==> src/rtl/ceespu_pkg.sv <==
`default_nettype none
// ============================================================================
// Module  : ceespu_pkg
// Purpose : Shared definitions for the ceespu memory stage. Holds the
//           I_selMem lane/size codes (also used by the execute-stage load
//           extraction), store byte-enable patterns, the store FSM state
//           type and a helper that sizes the optional timeout counter.
// Ports   : none (package)
// Rev     : 1.0  initial release
// ============================================================================
package ceespu_pkg;

  // I_selMem[2:0] lane/size codes; bit 3 is the load sign flag.
  localparam logic [2:0] SELMEM_WORD     = 3'b000;
  localparam logic [2:0] SELMEM_WORD_ALT = 3'b001;
  localparam logic [2:0] SELMEM_HALF_LO  = 3'b010;
  localparam logic [2:0] SELMEM_HALF_HI  = 3'b011;
  localparam logic [2:0] SELMEM_BYTE0    = 3'b100;
  localparam logic [2:0] SELMEM_BYTE1    = 3'b101;
  localparam logic [2:0] SELMEM_BYTE2    = 3'b110;
  localparam logic [2:0] SELMEM_BYTE3    = 3'b111;

  // Byte enables: bit n selects data bits 8n+7:8n.
  localparam logic [3:0] BE_NONE    = 4'b0000;
  localparam logic [3:0] BE_WORD    = 4'b1111;
  localparam logic [3:0] BE_HALF_LO = 4'b0011;
  localparam logic [3:0] BE_HALF_HI = 4'b1100;
  localparam logic [3:0] BE_BYTE0   = 4'b0001;
  localparam logic [3:0] BE_BYTE1   = 4'b0010;
  localparam logic [3:0] BE_BYTE2   = 4'b0100;
  localparam logic [3:0] BE_BYTE3   = 4'b1000;

  typedef enum logic [0:0] {
    ST_IDLE = 1'b0,
    ST_REQ  = 1'b1
  } store_state_t;

  // Timeout counter width: enough bits for the limit, clamped to 8..16.
  function automatic int timeout_cnt_w(input int cycles);
    int w;
    w = $clog2(cycles + 1);
    if (w < 8)  w = 8;
    if (w > 16) w = 16;
    return w;
  endfunction

endpackage
`default_nettype wire

==> src/rtl/ceespu_store_align.sv <==
`default_nettype none
// ============================================================================
// Module  : ceespu_store_align
// Purpose : Combinational store lane steering. Replicates right-aligned
//           store data across the lanes of a 32-bit word and produces the
//           matching byte enables.
// Ports   : I_sel[2:0]  lane/size code (I_selMem without the sign bit)
//           I_data[31:0] right-aligned store data
//           O_wdata[31:0] lane-steered write data
//           O_we[3:0]    byte enables
// Rev     : 1.0  initial release
// ============================================================================
module ceespu_store_align
  import ceespu_pkg::*;
(
  input  logic [2:0]  I_sel,
  input  logic [31:0] I_data,
  output logic [31:0] O_wdata,
  output logic [3:0]  O_we
);

  logic [31:0] w_half;
  logic [31:0] w_byte;

  // Replication means the memory sees the right value whichever lane the
  // enables select, so no shifter is needed.
  assign w_half = {2{I_data[15:0]}};
  assign w_byte = {4{I_data[7:0]}};

  always_comb begin
    O_wdata = I_data;
    O_we    = BE_WORD;
    case (I_sel)
      SELMEM_WORD, SELMEM_WORD_ALT: begin
        O_wdata = I_data;
        O_we    = BE_WORD;
      end
      SELMEM_HALF_LO: begin
        O_wdata = w_half;
        O_we    = BE_HALF_LO;
      end
      SELMEM_HALF_HI: begin
        O_wdata = w_half;
        O_we    = BE_HALF_HI;
      end
      SELMEM_BYTE0: begin
        O_wdata = w_byte;
        O_we    = BE_BYTE0;
      end
      SELMEM_BYTE1: begin
        O_wdata = w_byte;
        O_we    = BE_BYTE1;
      end
      SELMEM_BYTE2: begin
        O_wdata = w_byte;
        O_we    = BE_BYTE2;
      end
      SELMEM_BYTE3: begin
        O_wdata = w_byte;
        O_we    = BE_BYTE3;
      end
      default: begin
        O_wdata = I_data;
        O_we    = BE_WORD;
      end
    endcase
  end

endmodule
`default_nettype wire

==> src/rtl/ceespu_store_unit.sv <==
`default_nettype none
// ============================================================================
// Module  : ceespu_store_unit
// Purpose : Store path to data memory. Captures a store from execute,
//           steers it onto byte lanes, and runs a req/ack handshake while
//           stalling the pipeline through O_busy.
// Config  : `define CEESPU_STORE_TIMEOUT_EN to abort requests that are not
//           acknowledged within TIMEOUT_CYCLES cycles (O_fault pulse).
// Ports   : I_clk, I_rst (async, active-low)
//           I_valid/I_addr/I_data/I_selMem  store from execute
//           I_mem_ack                        memory write committed
//           O_mem_req/O_mem_addr/O_mem_wdata/O_mem_we  memory request
//           O_busy  pipeline stall (combinational)
//           O_done  completion pulse, O_fault  timeout-abort pulse
// Rev     : 1.0  initial release
// ============================================================================
module ceespu_store_unit
  import ceespu_pkg::*;
#(
  parameter int ADDR_W         = 14,
  parameter int TIMEOUT_CYCLES = 255
) (
  input  logic              I_clk,
  input  logic              I_rst,
  input  logic              I_valid,
  input  logic [ADDR_W-1:0] I_addr,
  input  logic [31:0]       I_data,
  input  logic [3:0]        I_selMem,
  input  logic              I_mem_ack,
  output logic              O_mem_req,
  output logic [ADDR_W-1:0] O_mem_addr,
  output logic [31:0]       O_mem_wdata,
  output logic [3:0]        O_mem_we,
  output logic              O_busy,
  output logic              O_done,
  output logic              O_fault
);

  store_state_t      r_state;
  logic              r_req;
  logic [ADDR_W-1:0] r_addr;
  logic [31:0]       r_wdata;
  logic [3:0]        r_we;
  logic              r_done;
  logic              r_fault;

  logic [31:0]       w_wdata;
  logic [3:0]        w_we;
  logic              w_busy;
  logic              w_load;
  logic              w_ack_req;
  logic              w_unused_sign;

  // The sign bit only matters for loads.
  assign w_unused_sign = I_selMem[3];

  ceespu_store_align u_align (
    .I_sel   (I_selMem[2:0]),
    .I_data  (I_data),
    .O_wdata (w_wdata),
    .O_we    (w_we)
  );

  assign w_ack_req = (r_state == ST_REQ) & I_mem_ack;
  assign w_busy    = (r_state == ST_REQ) & ~I_mem_ack;
  // An ack frees the unit in the same cycle, so a waiting store is taken
  // immediately (back-to-back).
  assign w_load    = I_valid & ~w_busy;

`ifdef CEESPU_STORE_TIMEOUT_EN
  localparam int c_CNT_W = timeout_cnt_w(TIMEOUT_CYCLES);
  localparam logic [c_CNT_W-1:0] c_TO_LAST = c_CNT_W'(TIMEOUT_CYCLES - 1);
  logic [c_CNT_W-1:0] r_cnt;
  logic               w_timeout;

  // r_cnt holds the number of unacknowledged REQ cycles already elapsed;
  // the last permitted cycle aborts unless an ack arrives in it.
  assign w_timeout = (r_state == ST_REQ) & ~I_mem_ack & (r_cnt == c_TO_LAST);
`else
  logic w_unused_cfg;
  assign w_unused_cfg = ^TIMEOUT_CYCLES;
`endif

  always_ff @(posedge I_clk or negedge I_rst) begin
    if (!I_rst) begin
      r_state <= ST_IDLE;
      r_req   <= 1'b0;
      r_addr  <= '0;
      r_wdata <= '0;
      r_we    <= BE_NONE;
      r_done  <= 1'b0;
      r_fault <= 1'b0;
`ifdef CEESPU_STORE_TIMEOUT_EN
      r_cnt   <= '0;
`endif
    end else begin
      r_done  <= w_ack_req;
      r_fault <= 1'b0;
      if (w_load) begin
        r_state <= ST_REQ;
        r_req   <= 1'b1;
        r_addr  <= I_addr;
        r_wdata <= w_wdata;
        r_we    <= w_we;
`ifdef CEESPU_STORE_TIMEOUT_EN
        r_cnt   <= '0;
`endif
      end else if (w_ack_req) begin
        r_state <= ST_IDLE;
        r_req   <= 1'b0;
        r_we    <= BE_NONE;
      end
`ifdef CEESPU_STORE_TIMEOUT_EN
      else if (w_timeout) begin
        r_state <= ST_IDLE;
        r_req   <= 1'b0;
        r_we    <= BE_NONE;
        r_fault <= 1'b1;
      end else if (r_state == ST_REQ) begin
        r_cnt <= r_cnt + 1'b1;
      end
`endif
    end
  end

  assign O_mem_req   = r_req;
  assign O_mem_addr  = r_addr;
  assign O_mem_wdata = r_wdata;
  assign O_mem_we    = r_we;
  assign O_busy      = w_busy;
  assign O_done      = r_done;
  assign O_fault     = r_fault;

endmodule
`default_nettype wire
==> config.mk <==
export PLATFORM = sky130hd
export DESIGN_NAME = ceespu_store_unit
export DESIGN_NICKNAME = d
export VERILOG_FILES = /design/src/rtl/ceespu_pkg.sv /design/src/rtl/ceespu_store_align.sv /design/src/rtl/ceespu_store_unit.sv
export SDC_FILE = /design/constraint.sdc
export NUM_CORES = 1
export LEC_CHECK = 0
export CAP_MARGIN = 40
export CORE_MARGIN = 2
export CORE_UTILIZATION = 44
export DETAILED_ROUTE_END_ITERATION = 10
export PLACE_DENSITY = 0.85
export SETUP_SLACK_MARGIN = 0.2
export SLEW_MARGIN = 20
export SYNTH_ARGS = -nofsm -noshare
export SYNTH_HDL_FRONTEND = slang
export SYNTH_SLANG_ARGS = --single-unit
==> constraint.sdc <==
create_clock -name I_clk -period 2.82 [get_ports I_clk]
set_input_delay 0.282 -clock I_clk [delete_from_list [all_inputs] [get_ports I_clk]]
set_output_delay 0.282 -clock I_clk [all_outputs]
set_load 0.01 [all_outputs]
==> results of run 1 <==
[power groups by stage]
stage / clock network, mW / logic, mW / registers, mW
floorplan: 0 / 0.199 / 0.976
global placement: 0 / 0.590 / 0.924
detailed placement: 0 / 0.607 / 0.928
CTS: 0.521 / 0.610 / 0.916
global route: 0.554 / 0.645 / 0.930
finish: 0.504 / 0.603 / 0.916
[registers in the layout, summed over array words and instances (netlist names)]
signal       cells
O_mem_req        1
O_mem_wdata     32
O_mem_addr      14
O_mem_we         4
O_done           1
[layer usage]
metal,part of all wire [%],up-vias
met5,0,-
met4,2.1,0
met3,7.1,14
met2,52,86
met1,39,902
li1,-,870
[what timing repair did]
action | 4_1_cts | 5_1_grt
endpoints found under the hold margin | 9 | 0
buffers inserted | 0 | 0
endpoints found under the setup margin | 0 | 0
hold buffers | 1 | 0
[synth_stat cells, drive strengths merged (2+ instances only)]
cell,number
clkbuf,5
nand2,3
inv,4
o21ai,2
and2,2
a222oi,5
dfrtp,52
nand2b,4
mux2i,21
nor2,2
mux2,25
buf,10
a21oi,43
[how the worst max path moves through the flow]
stage / endpoint / depth (start not counted) / slack (ns)
floorplan: O_mem_addr[10]$_DFFE_PN0P_ / 6 / 1.39
CTS: O_busy / 5 / 0.84
detailed placement: O_mem_wdata[27]$_DFFE_PN0P_ / 5 / 0.80
global route: O_busy / 5 / 0.76
global placement: O_mem_addr[0]$_DFFE_PN0P_ / 4 / 0.84
finish: O_busy / 5 / 0.83
[final cells by class]
class,count,area (um2)
clock buffers,5,68.82
clock inverters,3,42.54
fillers,388,1567
inverters,4,15.01
multi-input cells,112,922.1
flip-flops and latches,52,1301
well taps,70,87.58
repair buffers,115,1136
[worst reg2reg max path: cells and delay by family (launching register included)]
family	cells	cell delay, ns
multiplexers	1	0.40
AND/OR/NAND/NOR	2	0.67
flip-flops	1	0.43
[kinds of logic (layout without fill, tap and decap cells)]
group	Yosys count	in the layout	share of synthesized area [%]
AO/OA/AOI/OAI	52	52	12.49
XOR/XNOR	1	1	0.3722
buffers and inverters	19	127	5.529
flip-flops	52	52	55.29
multiplexers	46	46	23.29
other	1	1	0.1593
AND/OR/NAND/NOR	12	12	2.871
==> flow_summary.ini, run 1 <==
[power_and_ir_drop]
power_frac_seq_pct = 45.3
p_per_area_nw_per_um2 = 566.3
p_sw_share_pct = 26.52
combPwrFrac_pct = 29.8
power.leakage_nw = 1.517
finalPower_mw = 2.024
clkPwrFrac_pct = 24.9
p_int_mw = 1.487
power_switching_uw = 536.7
vdd.ir_drop.worst_uv = 378.5

[setup_path]
required_ns = 2.54
crit_chain = clkdlybuf4s50_1 > nand2b_1 > buf_4 > inv_1 > clkdlybuf4s50_1
cp_slowest_stage_delay_ns = 0.52
worst-path-buf-inv = 4
r2r-end = O_mem_addr[0]$_DFFE_PN0P_
rr_worst_depth = 3
cpLargestDelayFamily = buffers and inverters
start_kind = input port
r2r_start = O_mem_req$_DFFE_PN0P_
crit_path_end_kind = primary output
rrSetupSlack_ns = 1.22
worstSetupPathType = in2out
crit_slowest_cell = clkdlybuf4s50_1
worstSetupStartpoint = I_mem_ack
crit_fanout = 12
cp.arrival_ns = 1.70
path_common_cell = clkdlybuf4s50_1

[synthesis]
synth_top_area_share_pct = 55.29
synth_edf_count = 0
syn_nets = 237
synth.avg_cell_area_um2 = 12.86
synth_top_flop_cell = dfrtp_1
yosysSeqAreaShare_pct = 55.29
syn_inst = 183
syn_area_um2 = 2354
synthArstFlopShare_pct = 100.0
ys_warn_count = 0
synth_top_cell_by_area = dfrtp_1
synth.ff_latch_count = 52
synth_cell_types = 23
synth.top_cells.by_area = dfrtp_1, mux2_4, a21oi_1

[layout]
fin_nets = 344
area_delta_synth_final_pct = 51.83
diodes = 0
final_common_cell = clkdlybuf4s50_1
stdcell_area_um2 = 3573
drive_above_1_share_pct = 15.46
instances_no_fill = 361
final_util_pct = 69.52
final_cell_mix = clkdlybuf4s50_1, dfrtp_1, a21oi_1

[global_route]
busiest_layer = met2
met3_usage_pct = 6.118
grt_max_degree = 41
grt_pass1_vias = 1948
grt_overflow = 0
met1_usage_pct = 26.44
antenna_found_initial = 0
grtUsageMet2_pct = 36.70
grt_pass1_wl_um = 10120
grtUsageTotal_pct = 21.61

[floorplan]
die_area_um2 = 5950
ios = 108
fp.coreArea_um2 = 5140
num_rows = 26
fp.dieH_um = 77.14
start_util_pct = 45.79
die_x_um = 77.14

[clock_tree]
clockBufferDepth = 2
cts_tree = yes
ctsResizeCount = 0
clock_latency_ns = 0.31
cts-root-buf = clkbuf_8
cts_max_level = 2
cts_sinks = 52
clk_pin_slew_worst_paths_ns = 0.09
numCtsBuffers = 5

[sta]
maxSlewHeadroom_pct = 60.22
slew_viol_final = 0
hold_viol = 0
fin_hold_ws_ns = 0.3821
fmax_mhz = 503.7
fin_crit_ns = 1.985
fin_setup_tns_ns = 0
tightestPinTransition_ns = 0.5948
fin_skew_ns = 0.01209
post-route-period-util_pct = 70.41
setup_ws_ns = 0.8345
final-setup-viol-count = 0
rsz0062_at_grt = false

[placed_design]
gp_congestion = 0.8221
pre_cts_slack_ns = 0.7957
dp.cells = 352
port_buffers = 105
placed_area_um2 = 3452
dp_hpwl_um = 4505

[routing]
totalWireLength_um = 6069
num_vias = 1872
routedWlPerCell_um = 16.81
vias_per_cell = 5.186
drc_errors = 0
drt_iter0_drc = 114
firstDrtPassIters = 6
drtAntennaViolNets = 0

[status]
outcome = finished clean

[flow_run]
maxCapViolCount = 0

[hold_path]
min_path_type = in2async
Power figures use the tool's default switching activity.
==> inputs of run 2 (changes only) <==
--- a/config.mk
+++ b/config.mk
@@ -7,9 +7,9 @@
 export LEC_CHECK = 0
 export CAP_MARGIN = 40
 export CORE_MARGIN = 2
-export CORE_UTILIZATION = 44
+export CORE_UTILIZATION = 41
 export DETAILED_ROUTE_END_ITERATION = 10
-export PLACE_DENSITY = 0.85
+export PLACE_DENSITY = 0.8
 export SETUP_SLACK_MARGIN = 0.2
 export SLEW_MARGIN = 20
 export SYNTH_ARGS = -nofsm -noshare
==> constraint.sdc (replaced) <==
create_clock -name I_clk -period 2 [get_ports I_clk]
set_input_delay 0.2 -clock I_clk [delete_from_list [all_inputs] [get_ports I_clk]]
set_output_delay 0.2 -clock I_clk [all_outputs]
set_load 0.01 [all_outputs]
==> run 2 against run 1 <==
- setup slack got worse by 0.40 ns
- utilization shrank 3.4 points
- clock power increased by 57%
- die area grew 6.9%
- final cell count grew 1.9%
- clock-buffer cell count up 2
- global-route usage down 1.3 points
- hold slack got worse by 0.12 ns
==> flow_summary.ini, run 2 (synthesis gave the netlist of run 1 again) <==
[status]
outcome = finished clean

[placed_design]
dp.cells = 357
dp_hpwl_um = 4525
port_buffers = 105
gp_congestion = 0.7388
placed_area_um2 = 3490

[global_route]
antenna_found_initial = 0
grt_pass1_wl_um = 9742
grtUsageTotal_pct = 20.29
grt_pass1_vias = 1844
grt_max_degree = 38
grt_overflow = 0

[setup_path]
required_ns = 1.80
worst-path-buf-inv = 2
rrSetupSlack_ns = 0.64
cpLargestDelayFamily = buffers and inverters
crit_fanout = 3
r2r-end = O_mem_addr[2]$_DFFE_PN0P_
cp.arrival_ns = 1.37
crit_chain = buf_4 > clkdlybuf4s50_1
worstSetupPathType = reg2out
rr_worst_depth = 4
crit_slowest_cell = clkdlybuf4s50_1
r2r_start = O_mem_req$_DFFE_PN0P_
crit_path_end_kind = primary output
start_kind = flip-flop
cp_slowest_stage_delay_ns = 0.52

[power_and_ir_drop]
power.leakage_nw = 1.579
p_per_area_nw_per_um2 = 805.1
vdd.ir_drop.worst_uv = 439.1

[sta]
final-setup-viol-count = 0
slew_viol_final = 0
fin_skew_ns = 0.007995
fin_hold_ws_ns = 0.2587
fin_crit_ns = 1.566
fmax_mhz = 638.4
post-route-period-util_pct = 78.32
hold_viol = 0
fin_setup_tns_ns = 0
rsz0062_at_grt = false

[routing]
drt_iter0_drc = 141
vias_per_cell = 5.084
totalWireLength_um = 6225
num_vias = 1871
routedWlPerCell_um = 16.92
drtAntennaViolNets = 0
firstDrtPassIters = 4
drc_errors = 0

[floorplan]
die_area_um2 = 6362
fp.coreArea_um2 = 5540
num_rows = 27
fp.dieH_um = 79.77
die_x_um = 79.77
start_util_pct = 42.48
ios = 108

[layout]
stdcell_area_um2 = 3664
instances_no_fill = 368
diodes = 0
largest_reg_flops = 32
fin_nets = 349
area_delta_synth_final_pct = 55.66
final_common_cell = clkdlybuf4s50_1
final_cell_mix = clkdlybuf4s50_1, dfrtp_1, a21oi_1
drive_above_1_share_pct = 17.23

[clock_tree]
cts_max_level = 2
clk_pin_slew_worst_paths_ns = 0.10
clockBufferDepth = 2
cts_sinks = 52
cts_tree = yes
cts-root-buf = clkbuf_8
numCtsBuffers = 5
clock_latency_ns = 0.30

[flow_run]
maxCapViolCount = 0

[hold_path]
min_path_type = in2async
-- run 2: metal layers --
metal | up-vias | part of all wire (%) | GRT usage [%]
li1 | 879 | - | -
met1 | 915 | 41 | 25.55
met2 | 73 | 51 | 34.45
met3 | 4 | 7.0 | 5.769
met4 | 0 | 1.1 | 5.085
met5 | - | 0 | 0
-- run 2: worst max-delay path by stage --
stage / startpoint / end / slack (ns) / depth (start not counted)
floorplan: O_mem_req$_DFFE_PN0P_ / O_mem_addr[10]$_DFFE_PN0P_ / 0.57 / 6
global placement: I_mem_ack / O_busy / 0.19 / 5
detailed placement: I_mem_ack / O_busy / 0.20 / 5
CTS: I_mem_ack / O_busy / 0.25 / 5
global route: O_mem_req$_DFFE_PN0P_ / O_mem_req / 0.39 / 2
finish: O_mem_req$_DFFE_PN0P_ / O_mem_req / 0.43 / 2
-- run 2: final cells by class --
type	count	area, um2
timing repair buffer	120	1201
sequential	52	1301
clock buffer	7	96.34
fill	453	1877
tap	72	90.09
multi-input combinational	112	929.6
inverter	4	15.01
clock inverter	1	30.03
-- run 2: power by group --
group | leakage [nW] | total (mW) | switching (mW) | internal [mW]
registers | 0.599 | 1.29 | 0.0864 | 1.20
clock network | 0.0645 | 0.789 | 0.347 | 0.442
logic | 0.916 | 0.870 | 0.332 | 0.538
total | 1.58 | 2.95 | 0.765 | 2.18
-- run 2: stage by stage --
| step | power, mW | setup slack, ns | util, % |
|---|---|---|---|
| finish | 2.949 | 0.4335 | 66.12 |
| global route | 3.082 | 0.3898 | 66.12 |
| detailed placement | 2.174 | 0.2033 | 62.99 |
| CTS | 2.964 | 0.2482 | 65.54 |
| floorplan | 1.657 | 0.5662 | - |
| global placement | 2.154 | 0.1884 | 62.99 |
-- run 2: repair_timing --
item / 4_1_cts / 5_1_grt
endpoints found under the hold margin: 0 / 35
resized for setup: 1 / 1
setup buffers: 1 / 0
hold buffers: 0 / 1
endpoints found under the setup margin: 1 / 1
==> RTL edit, RTL diff (settings of run 2) <==
The option `CEESPU_STORE_TIMEOUT_EN` is turned on by a define.
--- a/src/rtl/ceespu_store_unit.sv
+++ b/src/rtl/ceespu_store_unit.sv
@@ -14,6 +14,8 @@
 //           O_done  completion pulse, O_fault  timeout-abort pulse
 // Rev     : 1.0  initial release
 // ============================================================================
+`define CEESPU_STORE_TIMEOUT_EN
+
 module ceespu_store_unit
   import ceespu_pkg::*;
 #(
Function: same outputs for any inputs over 10 cycles, from zero or initial values and one cycle with I_rst low; that may be too few to reach the edited logic, so the function may still have changed.
==> RTL edit against run 2 <==
Utilization is 1.2 points lower. Critical endpoint is now O_busy. Final cell count is 30% higher. Wire length is 14% higher. Sequential cell count is 9 higher. Final area is 14% higher. Area after synthesis is 18% higher. Power is 20% higher. Fmax is 8.2% lower. Largest cell class unchanged. Critical path type unchanged. Setup slack worse by 0.14 ns.
==> RTL edit: results (changes against run 2) <==
status=completed; final worst path period share=85.29% (+7.0 points); Register-to-Register Path Depth=6 (+2); mapped cell area=2768 µm² (+18%); final wirelength=7096 µm (+14%); Fillers=538 (+19%); CTS H-tree depth=3 (+1); grt met2 use=32.35% (-2.1 points); placed insts=463 (+30%); Syn Area/Cell=9.677 µm² (-25%); Critical Path End=O_busy; crit path max fanout=6 (+3); vias in the first global route=2464 (+34%); multi-input logic area=1155 µm² (+24%); Switch Pwr=0.9453 mW (+24%); met1 Usage GRT=26.65% (+1.1 points); Worst Hold Slack=0.3895 ns (+0.1308 ns); first-pass GRT wire length=11930 µm (+22%); dpl ws=0.2916 ns (+0.08832 ns); Tot GR Track Use=20.59% (+0.30 points); Multi-input comb cells=207 (+85%); Distinct cells, synth=36 (+57%); placed wire-length estimate=5102 µm (+13%); metal2 WL=3345 µm (+5.1%); post-synthesis sequential area ratio=55.15% (-0.14 points); worst skew pair latency=0.34 ns (+0.04 ns); largest cells by area after synthesis=dfrtp_1 (55%), nand2_1 (13%), mux2i_1 (9.8%); sequential share of cell area=36.61% (+1.1 points); CTS clk-pin slew, worst paths=0.08 ns (-0.02 ns); clock buf count=11 (+4); Routed met1 length=3157 µm (+24%); Num CTS Buffers=9 (+4); clock skew=0.01017 ns (+0.002176 ns); worst r2r dst=O_mem_we[1]; WP data arrival=1.51 ns (+0.14 ns); CTS Sinks=61 (+17%); Logic pwr share=22.4% (-7.1 points); clock tree cell share of total cell area=5.577% (+2.1 points)
RTL edit: through the flow:
stage / util [%] / total power [mW]
final: 64.97 / 3.545
after detailed placement: 61.17 / 2.289
after global routing: 64.97 / 3.731
after floorplan: - / 1.786
after CTS: 64.95 / 3.581
after global placement: 61.17 / 2.267
RTL edit: worst max-delay path: cells and delay by family (launching register included):
family	cells	cell delay [ns]
buffers and inverters	2	0.65
and+or+nand+nor	1	0.10
DFF	1	0.42
RTL edit: cell families after synthesis:
group                      count (synthesis)  synth area share [%]
and+or+nand+nor                          124                 19.53
xor gates and xnor gates                   1                0.3165
AOI/OAI and AO/OA                         53                 11.12
adders and majority gates                  2                0.9040
DFF                                       61                 55.15
muxes                                     27                 9.765
buffers and inverters                     18                 3.209
RTL edit: repair_timing:
action | 4_1_cts | 5_1_grt
endpoints found under the hold margin | 22 | 0
setup endpoints to repair | 0 | 1
hold buffers | 1 | 0
gates resized for setup | 0 | 1
